<file path="src/rtl/fetch_pc_unit_pkg.sv">
// fetch_pc_unit_pkg
//   Shared definitions for the instruction-fetch stage: next-PC select
//   encodings (as driven by the decoder), fetch FSM state encodings,
//   instruction field positions and the branch-offset helper.
package fetch_pc_unit_pkg;

  // Next-PC select, as produced by the ControlUnit decoder.
  typedef enum logic [1:0] {
    PC_SEQ = 2'b00,  // PC + 4
    PC_BR  = 2'b01,  // taken branch, PC + 4 + (sext(imm) << 2)
    PC_JR  = 2'b10,  // register target from Qa
    PC_JMP = 2'b11   // j / jal pseudo-direct target
  } pcsrc_e;

  // Fetch FSM states.
  typedef enum logic [1:0] {
    ST_IDLE = 2'b00,
    ST_REQ  = 2'b01,
    ST_EXEC = 2'b10
  } fetch_state_e;

  // Instruction field positions.
  localparam int OP_HI   = 31;
  localparam int OP_LO   = 26;
  localparam int FUNC_HI = 5;
  localparam int FUNC_LO = 0;
  localparam int IMM_W   = 16;
  localparam int TGT_W   = 26;

  // Sign-extended word offset of a branch immediate, already scaled to bytes.
  function automatic logic [31:0] branch_offset(input logic [IMM_W-1:0] imm);
    return {{(32-IMM_W-2){imm[IMM_W-1]}}, imm, 2'b00};
  endfunction

endpackage

</file>
<file path="src/rtl/fetch_pc_unit_next_pc.sv">
// next_pc_calc
//   Purely combinational next-PC selection.
//   Ports:
//     Pc        in  32  current PC
//     Inst      in  32  latched instruction (imm / target fields)
//     Qa        in  32  register-file port A, jr target
//     Pcsrc     in  2   next-PC select (pcsrc_e encoding)
//     next_pc   out 32  selected next PC (always word aligned)
//     Pc_plus4  out 32  Pc + 4, also the jal link value
//     misalign  out 1   jr selected and Qa is not word aligned
module next_pc_calc
  import fetch_pc_unit_pkg::*;
(
  input  logic [31:0] Pc,
  input  logic [31:0] Inst,
  input  logic [31:0] Qa,
  input  logic [1:0]  Pcsrc,
  output logic [31:0] next_pc,
  output logic [31:0] Pc_plus4,
  output logic        misalign
);

  logic [31:0] br_target;

  assign Pc_plus4  = Pc + 32'd4;
  assign br_target = Pc_plus4 + branch_offset(Inst[IMM_W-1:0]);

  always_comb begin
    next_pc = Pc_plus4;
    case (Pcsrc)
      PC_SEQ:  next_pc = Pc_plus4;
      PC_BR:   next_pc = br_target;
      // Low two bits of the register target are dropped; the misalign
      // flag reports that they were not zero.
      PC_JR:   next_pc = {Qa[31:2], 2'b00};
      PC_JMP:  next_pc = {Pc_plus4[31:28], Inst[TGT_W-1:0], 2'b00};
      default: next_pc = Pc_plus4;
    endcase
  end

  assign misalign = (Pcsrc == PC_JR) && (Qa[1:0] != 2'b00);

endmodule

</file>
<file path="src/rtl/fetch_pc_unit.sv">
// fetch_pc_unit
//   Instruction-fetch stage feeding the ControlUnit decoder. Owns the PC,
//   fetches one instruction word per instruction over Imem_req/Imem_ack,
//   presents it to decode during EXEC and then steps the PC using the
//   decoder's Pcsrc. Minimum throughput is one instruction every 2 cycles.
//
//   Ports:
//     Clk         in  1   rising-edge clock
//     Clrn        in  1   asynchronous active-low reset
//     Pcsrc       in  2   next-PC select (sampled in EXEC when Stall = 0)
//     Qa          in  32  jr target (sampled with Pcsrc)
//     Stall       in  1   hold in EXEC, PC does not advance
//     Imem_req    out 1   fetch request
//     Imem_addr   out 32  fetch address (= Pc)
//     Imem_ack    in  1   Imem_rdata is valid this cycle
//     Imem_rdata  in  32  instruction word
//     Inst        out 32  latched instruction
//     Op          out 6   Inst[31:26]
//     Func        out 6   Inst[5:0]
//     Inst_valid  out 1   high in EXEC; gates downstream writes
//     Pc          out 32  current PC
//     Pc_plus4    out 32  Pc + 4 (jal link value)
//     Fetch_err   out 1   sticky: an ack timeout occurred
//     Addr_err    out 1   sticky: a misaligned jr target was taken
//     fsm_state   out 2   current fetch state (fetch_state_e encoding)
//
//   Fetch handshake: Imem_req is raised with Imem_addr and both stay stable
//   until a rising edge samples Imem_ack = 1 while Imem_req = 1; that edge
//   transfers Imem_rdata. Ack may be high already in the first request cycle.
//   Ack while Imem_req = 0 carries no meaning and is ignored. If no ack
//   arrives within ACK_TIMEOUT request cycles the request is dropped for
//   one cycle and reissued at the same address.
module fetch_pc_unit
  import fetch_pc_unit_pkg::*;
#(
  parameter logic [31:0] RESET_PC    = 32'h0000_0000,
  parameter int          ACK_TIMEOUT = 16,  // >= 2
  parameter int          CNT_W       = 5    // 2**CNT_W > ACK_TIMEOUT
) (
  input  logic        Clk,
  input  logic        Clrn,
  input  logic [1:0]  Pcsrc,
  input  logic [31:0] Qa,
  input  logic        Stall,
  output logic        Imem_req,
  output logic [31:0] Imem_addr,
  input  logic        Imem_ack,
  input  logic [31:0] Imem_rdata,
  output logic [31:0] Inst,
  output logic [5:0]  Op,
  output logic [5:0]  Func,
  output logic        Inst_valid,
  output logic [31:0] Pc,
  output logic [31:0] Pc_plus4,
  output logic        Fetch_err,
  output logic        Addr_err,
  output logic [1:0]  fsm_state
);

  localparam logic [CNT_W-1:0] CNT_LAST = CNT_W'(ACK_TIMEOUT - 1);

  fetch_state_e     state;
  logic [CNT_W-1:0] cnt;
  logic [31:0]      pc_q;
  logic [31:0]      inst_q;
  logic             req_q;
  logic             valid_q;
  logic             fetch_err_q;
  logic             addr_err_q;

  logic [31:0]      next_pc;
  logic             misalign;

  next_pc_calc u_next_pc (
    .Pc       (pc_q),
    .Inst     (inst_q),
    .Qa       (Qa),
    .Pcsrc    (Pcsrc),
    .next_pc  (next_pc),
    .Pc_plus4 (Pc_plus4),
    .misalign (misalign)
  );

  always_ff @(posedge Clk or negedge Clrn) begin
    if (!Clrn) begin
      state       <= ST_IDLE;
      cnt         <= '0;
      pc_q        <= {RESET_PC[31:2], 2'b00};
      inst_q      <= '0;
      req_q       <= 1'b0;
      valid_q     <= 1'b0;
      fetch_err_q <= 1'b0;
      addr_err_q  <= 1'b0;
    end else begin
      case (state)
        ST_IDLE: begin
          state <= ST_REQ;
          cnt   <= '0;
          req_q <= 1'b1;
        end
        ST_REQ: begin
          // Ack is checked first so an ack in the last allowed cycle wins.
          if (Imem_ack) begin
            inst_q  <= Imem_rdata;
            state   <= ST_EXEC;
            cnt     <= '0;
            req_q   <= 1'b0;
            valid_q <= 1'b1;
          end else if (cnt == CNT_LAST) begin
            fetch_err_q <= 1'b1;
            state       <= ST_IDLE;
            cnt         <= '0;
            req_q       <= 1'b0;
          end else begin
            cnt <= cnt + CNT_W'(1);
          end
        end
        ST_EXEC: begin
          if (!Stall) begin
            // Force word alignment so Pc[1:0] stays 00 whatever the target.
            pc_q    <= {next_pc[31:2], 2'b00};
            state   <= ST_REQ;
            cnt     <= '0;
            req_q   <= 1'b1;
            valid_q <= 1'b0;
            if (misalign) begin
              addr_err_q <= 1'b1;
            end
          end
        end
        default: begin
          state   <= ST_IDLE;
          cnt     <= '0;
          req_q   <= 1'b0;
          valid_q <= 1'b0;
        end
      endcase
    end
  end

  assign Imem_req   = req_q;
  assign Imem_addr  = pc_q;
  assign Pc         = pc_q;
  assign Inst       = inst_q;
  assign Op         = inst_q[OP_HI:OP_LO];
  assign Func       = inst_q[FUNC_HI:FUNC_LO];
  assign Inst_valid = valid_q;
  assign Fetch_err  = fetch_err_q;
  assign Addr_err   = addr_err_q;
  assign fsm_state  = state;

endmodule

</file>
<file path="config.mk">
export PLATFORM = sky130hd
export DESIGN_NAME = fetch_pc_unit
export DESIGN_NICKNAME = d
export VERILOG_FILES = /design/src/rtl/fetch_pc_unit_pkg.sv /design/src/rtl/fetch_pc_unit_next_pc.sv /design/src/rtl/fetch_pc_unit.sv
export SDC_FILE = /design/constraint.sdc
export NUM_CORES = 1
export LEC_CHECK = 0
export BUFFER_PORTS_ARGS = -buffer_cell sky130_fd_sc_hd__buf_2
export CORE_ASPECT_RATIO = 0.6
export CORE_MARGIN = 2
export CORE_UTILIZATION = 35
export CTS_CLUSTER_SIZE = 14
export DETAILED_ROUTE_END_ITERATION = 6
export GPL_TIMING_DRIVEN = 0
export PLACE_DENSITY = 0.7
export REMOVE_ABC_BUFFERS = 1
export SYNTH_ARGS = -nofsm -noshare
export SYNTH_HDL_FRONTEND = slang
export SYNTH_SLANG_ARGS = --single-unit
</file>
<file path="constraint.sdc">
create_clock -name Clk -period 5.2 [get_ports Clk]
set_clock_uncertainty 0.1 [all_clocks]
set_input_delay 1.04 -clock Clk [delete_from_list [all_inputs] [get_ports Clk]]
set_output_delay 1.04 -clock Clk [all_outputs]
set_load 0.03 [all_outputs]
</file>
==> flow_summary.toml, run 1 <==
[setup_path]
worst_setup_path_end_kind = "flop"
arrival_ns = 4.65
crit_path_max_incr_delay_ns = 0.57
r2r_cells = 13
reg2reg_from = "Imem_addr[9]"
cp_slowest_cell = "nor4_4"
worstPathCellList = "nand4_1 -> nor4_4 -> nand4_2 -> xnor2_1 -> ha_1 -> a21oi_1 -> nor2_1 -> a211oi_1 -> nor2_1 -> a21oi_1 -> o311ai_1 -> xnor2_1 -> o21ai_0"
r2r_slack_ns = 0.65
cp.required_ns = 5.30
critical_path_class = "flop to flop"
cp-start-kind = "flop"
r2r-end = "Imem_addr[28]"
critPathMaxFanout = 7

[route]
drc = 0
m1WireLength_mm = 9.72
via_per_inst = 5.45
via_count = 5838
drtAntennaViolNets = 0
firstDrtPassIters = 5
drt_iter0_markers = 457
dr_wl_met2_mm = 7.80
wl_per_cell_microns = 18.5
route.met3.wl_mm = 2.22
drt-total-wl_mm = 19.8
highest_layer = "met4"

[place]
post-place-ws_ns = 0.809
port_buffers = 209
dp.cells = 1054
gp_congestion = 0.879
placed_cell_area_sq_um = 7180
dp_hpwl_mm = 15.2

[floorplan]
dieHeight_microns = 107
num_rows = 37
die-area_sq_um = 18900
start_util_pct = 36.0
ioPinCount = 216
die_x_microns = 176
core_area_sq_um = 17300

[logic_synthesis]
syn_area_sq_um = 6210
ys.flop_type = "dfrtp_1"
syn-instance-count = 680
yosysWarnings = 0
synth_area_leader_cell = "dfrtp_1"
synth-seq-cells = 72
synth_cell_type_count = 70
synth_edf_count = 0
synth_area_leaders = "dfrtp_1 (29%), ha_1 (7.3%), mux2_2 (7.1%)"
seq_area_frac_synth_pct = 29.0
async_flop_share_pct = 100
post_synth.cell_area_avg_sq_um = 9.13
yosys.area.top_type_share_pct = 29.0

[grt]
grt_usage_pct = 21.0
antenna_found_initial = 0
grt_first_pass_wirelength_mm = 30.3
grt_remaining_overflow = 0
grt_pass1_vias = 5257
grt_max_degree = 54

[clock_tree]
cts_tree = "done"
root_buffer = "clkbuf_16"
post_cts_buffers = 0
clk_latency_ns = 0.34
cts_made_buffers = 9
cts_resized = 0
h-tree-depth = 3
clk_pin_slew_ns = 0.07
numClockSinks = 72
clock_path_buffers = 2
cts_hold_repair.buffers = 0

[timing]
rsz0062_at_grt = "no"
worst_slew_pin_slew_ns = 0.996
timing.fmax_mhz = 220
fin_crit_sh_pct = 87.6
setup_viol_count_final = 0
maxSlewHeadroom_pct = 33.6
period_minus_slack_ns = 4.55
finalHoldViolCount = 0
slew_viol_final = 0
hold_slack_ns = 0.367
setup_ws_ns = 0.645

[flow_run]
maxCapViolCount = 0

[worst_hold_path]
worst_hold_startpoint = "Addr_err"
min_path_cells = 1
hold_class = "flop to flop"
hold-path-endpoint = "Addr_err"

[finish]
instances_no_fill = 1071
drive_gt1_share_pct = 36.1
final_area_sq_um = 7470
nets = 938
area_delta_synth_final_pct = 20.4

[outcome]
status = "complete, no violations"
critical path, delay by kind of cell (launching register included):
| kind | cells | cell delay [ns] |
|---|---|---|
| AOI/OAI and AO/OA | 5 | 1.13 |
| xor gates and xnor gates | 2 | 0.81 |
| adders and majority gates | 1 | 0.36 |
| DFF | 1 | 0.52 |
| and+or+nand+nor | 5 | 1.49 |
per-stage QoR:
step                utilization, %  TNS [ns]
finish                        43.3         0
global route                  43.3         0
CTS                           43.3         0
floorplan                        -         0
detailed placement            41.6         0
global placement              41.0     -3.04
cell usage after synthesis (all sizes together), types with 2 or more instances:
master   instances
inv             16
nand3b           5
a2111oi          2
mux4            15
o31ai            5
o22a             4
o21ai           41
a211oi           2
nor2b           12
o41ai            4
a21o            13
nand3           24
nor2            45
mux2            40
or3              5
buf             57
nor3b            2
a221oi           5
clkbuf          23
and3             7
nor3            15
a31oi            4
o211ai           2
o21ba            2
xor2            14
mux2i           14
nand4           16
nand2b           5
nand2           60
a21oi           48
o21a             6
dfrtp           72
xnor2           31
o311ai           2
ha              36
and2             2
o21bai           5
registers in the layout (all words and copies together) (netlist names):
name and count:
Inst 32, Imem_addr 30, cnt 5, fsm_state 2, Addr_err 1, Fetch_err 1, Inst_valid 1
kinds of logic after synthesis:
group | count (synthesis) | share of synthesized area, %
xor+xnor | 45 | 6.35
compound gates | 157 | 16.9
flops | 72 | 29.0
buf+inv | 96 | 8.89
mux | 69 | 15.0
other cells | 1 | 0.0604
fa+ha+maj | 37 | 7.58
simple gates | 203 | 16.2
layout by cell type (no fill, tap or decap), types with 3 or more instances in the layout:
cell type | synthesis | routed
buf_2 | 2 | 207
dfrtp_1 | 72 | 72
nand2_1 | 60 | 60
a21oi_1 | 48 | 48
nor2_1 | 45 | 45
mux2_2 | 39 | 39
o21ai_0 | 37 | 37
ha_1 | 36 | 36
xnor2_1 | 31 | 31
nand3_1 | 23 | 23
inv_1 | 16 | 16
nand4_1 | 15 | 15
mux4_2 | 15 | 15
mux2i_1 | 14 | 14
xor2_1 | 14 | 14
nor3_1 | 14 | 13
a21o_1 | 13 | 13
nor2b_1 | 12 | 12
clkbuf_16 | 0 | 9
and3_1 | 7 | 7
o21a_1 | 6 | 6
conb_1 | 1 | 6
o21bai_1 | 5 | 5
nand2b_1 | 5 | 5
or3_1 | 5 | 5
nand3b_1 | 5 | 5
o31ai_1 | 4 | 4
o41ai_1 | 4 | 4
o22a_1 | 4 | 4
a31oi_1 | 4 | 4
o21ai_1 | 3 | 3
buf_6 | 0 | 3
layout make-up:
type	instances	area, sq um
well taps	234	293
multi-input cells	517	3880
clock inverters	6	50.0
flip-flops and latches	72	1800
inverters	16	60.1
diodes	1	2.50
clock buffers	10	239
repair buffers	215	1140
fillers	1733	9790
layer usage:
layer / up-vias / track usage [%]
li1: 2724 / -
met1: 2792 / 31.7
met2: 313 / 29.2
met3: 9 / 7.34
met4: 0 / 2.60
met5: - / 0
how the worst max path moves through the flow:
stage                  from            end  depth (start not counted)
5_1_grt        Imem_addr[9]  Imem_addr[28]                         13
2_1_floorplan  Imem_addr[3]  Imem_addr[19]                         12
3_5_place_dp   Imem_addr[9]  Imem_addr[28]                         13
4_1_cts        Imem_addr[9]  Imem_addr[28]                         13
3_3_place_gp          Stall  Imem_addr[23]                          6
6_report       Imem_addr[9]  Imem_addr[28]                         13
Power of run 1 is not shown: default switching activity piles up to over one toggle a cycle in this logic, so the estimate is an artifact.
==> run 2: changes to the inputs <==
Settings changed: REMOVE_ABC_BUFFERS 1 to unset, SKIP_CTS_REPAIR_TIMING set to 1.
==> flow_summary.toml, run 2 (synthesis gave the netlist of run 1 again) <==
[setup_path]
path_buf_inv = 2
cp_slowest_cell = "dfrtp_1"
crit_path_max_incr_delay_ns = 0.49
cp.required_ns = 5.35
critical_path_class = "flop to flop"
crit_cells = 17
r2r_cells = 17
arrival_ns = 4.89
crit_family = "compound AO/OA/AOI/OAI gates"
worst_setup_path_end_kind = "flop"
critPathMaxFanout = 10
cp-start-kind = "flop"
worstPathCellList = "ha_1 -> nand4_1 -> nor3_1 -> buf_2 -> nand3_1 -> nor2_1 -> xor2_1 -> ha_1 -> clkbuf_1 -> nand2_1 -> o21ai_1 -> o41ai_1 -> o21ai_1 -> o41ai_1 -> a41o_1 -> nor2_1 -> a221oi_2"

[floorplan]
core_area_sq_um = 17300
start_util_pct = 36.0
die_x_microns = 176
dieHeight_microns = 107
die-area_sq_um = 18900
ioPinCount = 216
num_rows = 37

[route]
drt_iter0_markers = 777
drt-total-wl_mm = 21.9
via_count = 6226
via_per_inst = 5.45
firstDrtPassIters = 5
drc = 0
drtAntennaViolNets = 0
wl_per_cell_microns = 19.2

[timing]
maxSlewHeadroom_pct = 17.1
timing.fmax_mhz = 211
finalHoldViolCount = 0
tns_ns = 0
rsz0062_at_grt = "no"
setup_viol_count_final = 0
worst_slew_pin_slew_ns = 1.24
fin_crit_sh_pct = 91.2
period_minus_slack_ns = 4.74
slew_viol_final = 0

[power_and_ir_drop]
p_total_w = 0.00668
p_seq_share_pct = 18.1
comb_power_share_pct = 70.7
max-vdd-ir-drop_uv = 490
power_frac_clock_pct = 11.2
p_sw_w = 0.00360
power_density_nw_per_um2 = 842
leakagePower_nw = 3.81
netSwitchingFraction_pct = 53.8
p_int_w = 0.00309

[finish]
mostFrequentLayoutCell = "buf_2"
fillerInstances = 1711
nets = 1011
largest_register_ffs = 32
drive_gt1_share_pct = 38.2
final_cell_mix = "buf_2 (208), dfrtp_1 (72), nand2_1 (60), buf_4 (51), a21oi_1 (48)"
area_delta_synth_final_pct = 27.9
antenna_cells = 0

[clock_tree]
cts_made_buffers = 9
clk_latency_ns = 0.34
cts_tree = "done"
root_buffer = "clkbuf_16"
numClockSinks = 72
clock_path_buffers = 2
clk_pin_slew_ns = 0.07
h-tree-depth = 3

[grt]
grt_pass1_vias = 5520
grt_remaining_overflow = 0
grt_usage_pct = 23.3
antenna_found_initial = 0
grt_first_pass_wirelength_mm = 33.0
grt_max_degree = 50

[worst_hold_path]
hold_class = "flop to flop"
min_path_cells = 1

[outcome]
status = "complete, no violations"

[place]
dp_hpwl_mm = 16.8
gp_congestion = 0.942
port_buffers = 207

[flow_run]
maxCapViolCount = 0
run 2: final timing paths:
check	from	endpoint	slack (ns)
max	Imem_addr[2]	Imem_addr[31]	0.46
min	Fetch_err	Fetch_err	0.36
max reg2reg	Imem_addr[2]	Imem_addr[31]	0.46
min reg2reg	Fetch_err	Fetch_err	0.36
max in group asynchronous	Clrn	Imem_addr[14]	3.91
min in group asynchronous	Clrn	Inst[0]	0.51
run 2: routing by layer:
metal	routed length, microns	vias up	GRT usage (%)
met5	0	-	0
met4	237	0	5.31
met3	2440	18	6.10
met2	8480	365	30.7
met1	10800	2960	36.8
li1	-	2883	-
run 2: per-stage QoR:
stage	setup WS, ns	std cells	utilization, %	hold slack, ns	area [sq um]
after floorplan	0.864	685	-	0.373	6230
final	0.456	1143	46.0	0.361	7940
after global placement	0.823	1126	43.8	0.346	7560
after global routing	0.214	1143	46.0	0.385	7940
after CTS	0.685	1143	46.0	0.363	7940
after detailed placement	0.741	1127	44.0	0.347	7590
run 2: cell type report:
class	instances	area [sq um]	area share, %
buffer	80	492	6.19
clock buffer	9	225	2.84
clock inverter	7	125	1.58
inverter	16	60.1	0.756
multi-input combinational	517	3880	48.9
sequential	72	1800	22.7
tap	234	293	3.69
timing repair buffer	208	1070	13.4
run 2: power groups by stage:
stage	clock network [W]	registers, W	logic, W
final	0.000748	0.00121	0.00473
after global routing	0.000788	0.00126	0.00508
after CTS	0.000761	0.00120	0.00467
after detailed placement	0	0.00121	0.00465
after global placement	0	0.00120	0.00459
after floorplan	0	0.00158	0.00305
run 2: worst register-to-register path: cells and delay by family (launching register included):
kind	cells	cell delay, ns
simple gates	6	1.11
xor+xnor	1	0.32
compound gates	6	1.49
buf+inv	2	0.51
flops	1	0.49
fa+ha+maj	2	0.63
Power figures use the tool's default switching activity.
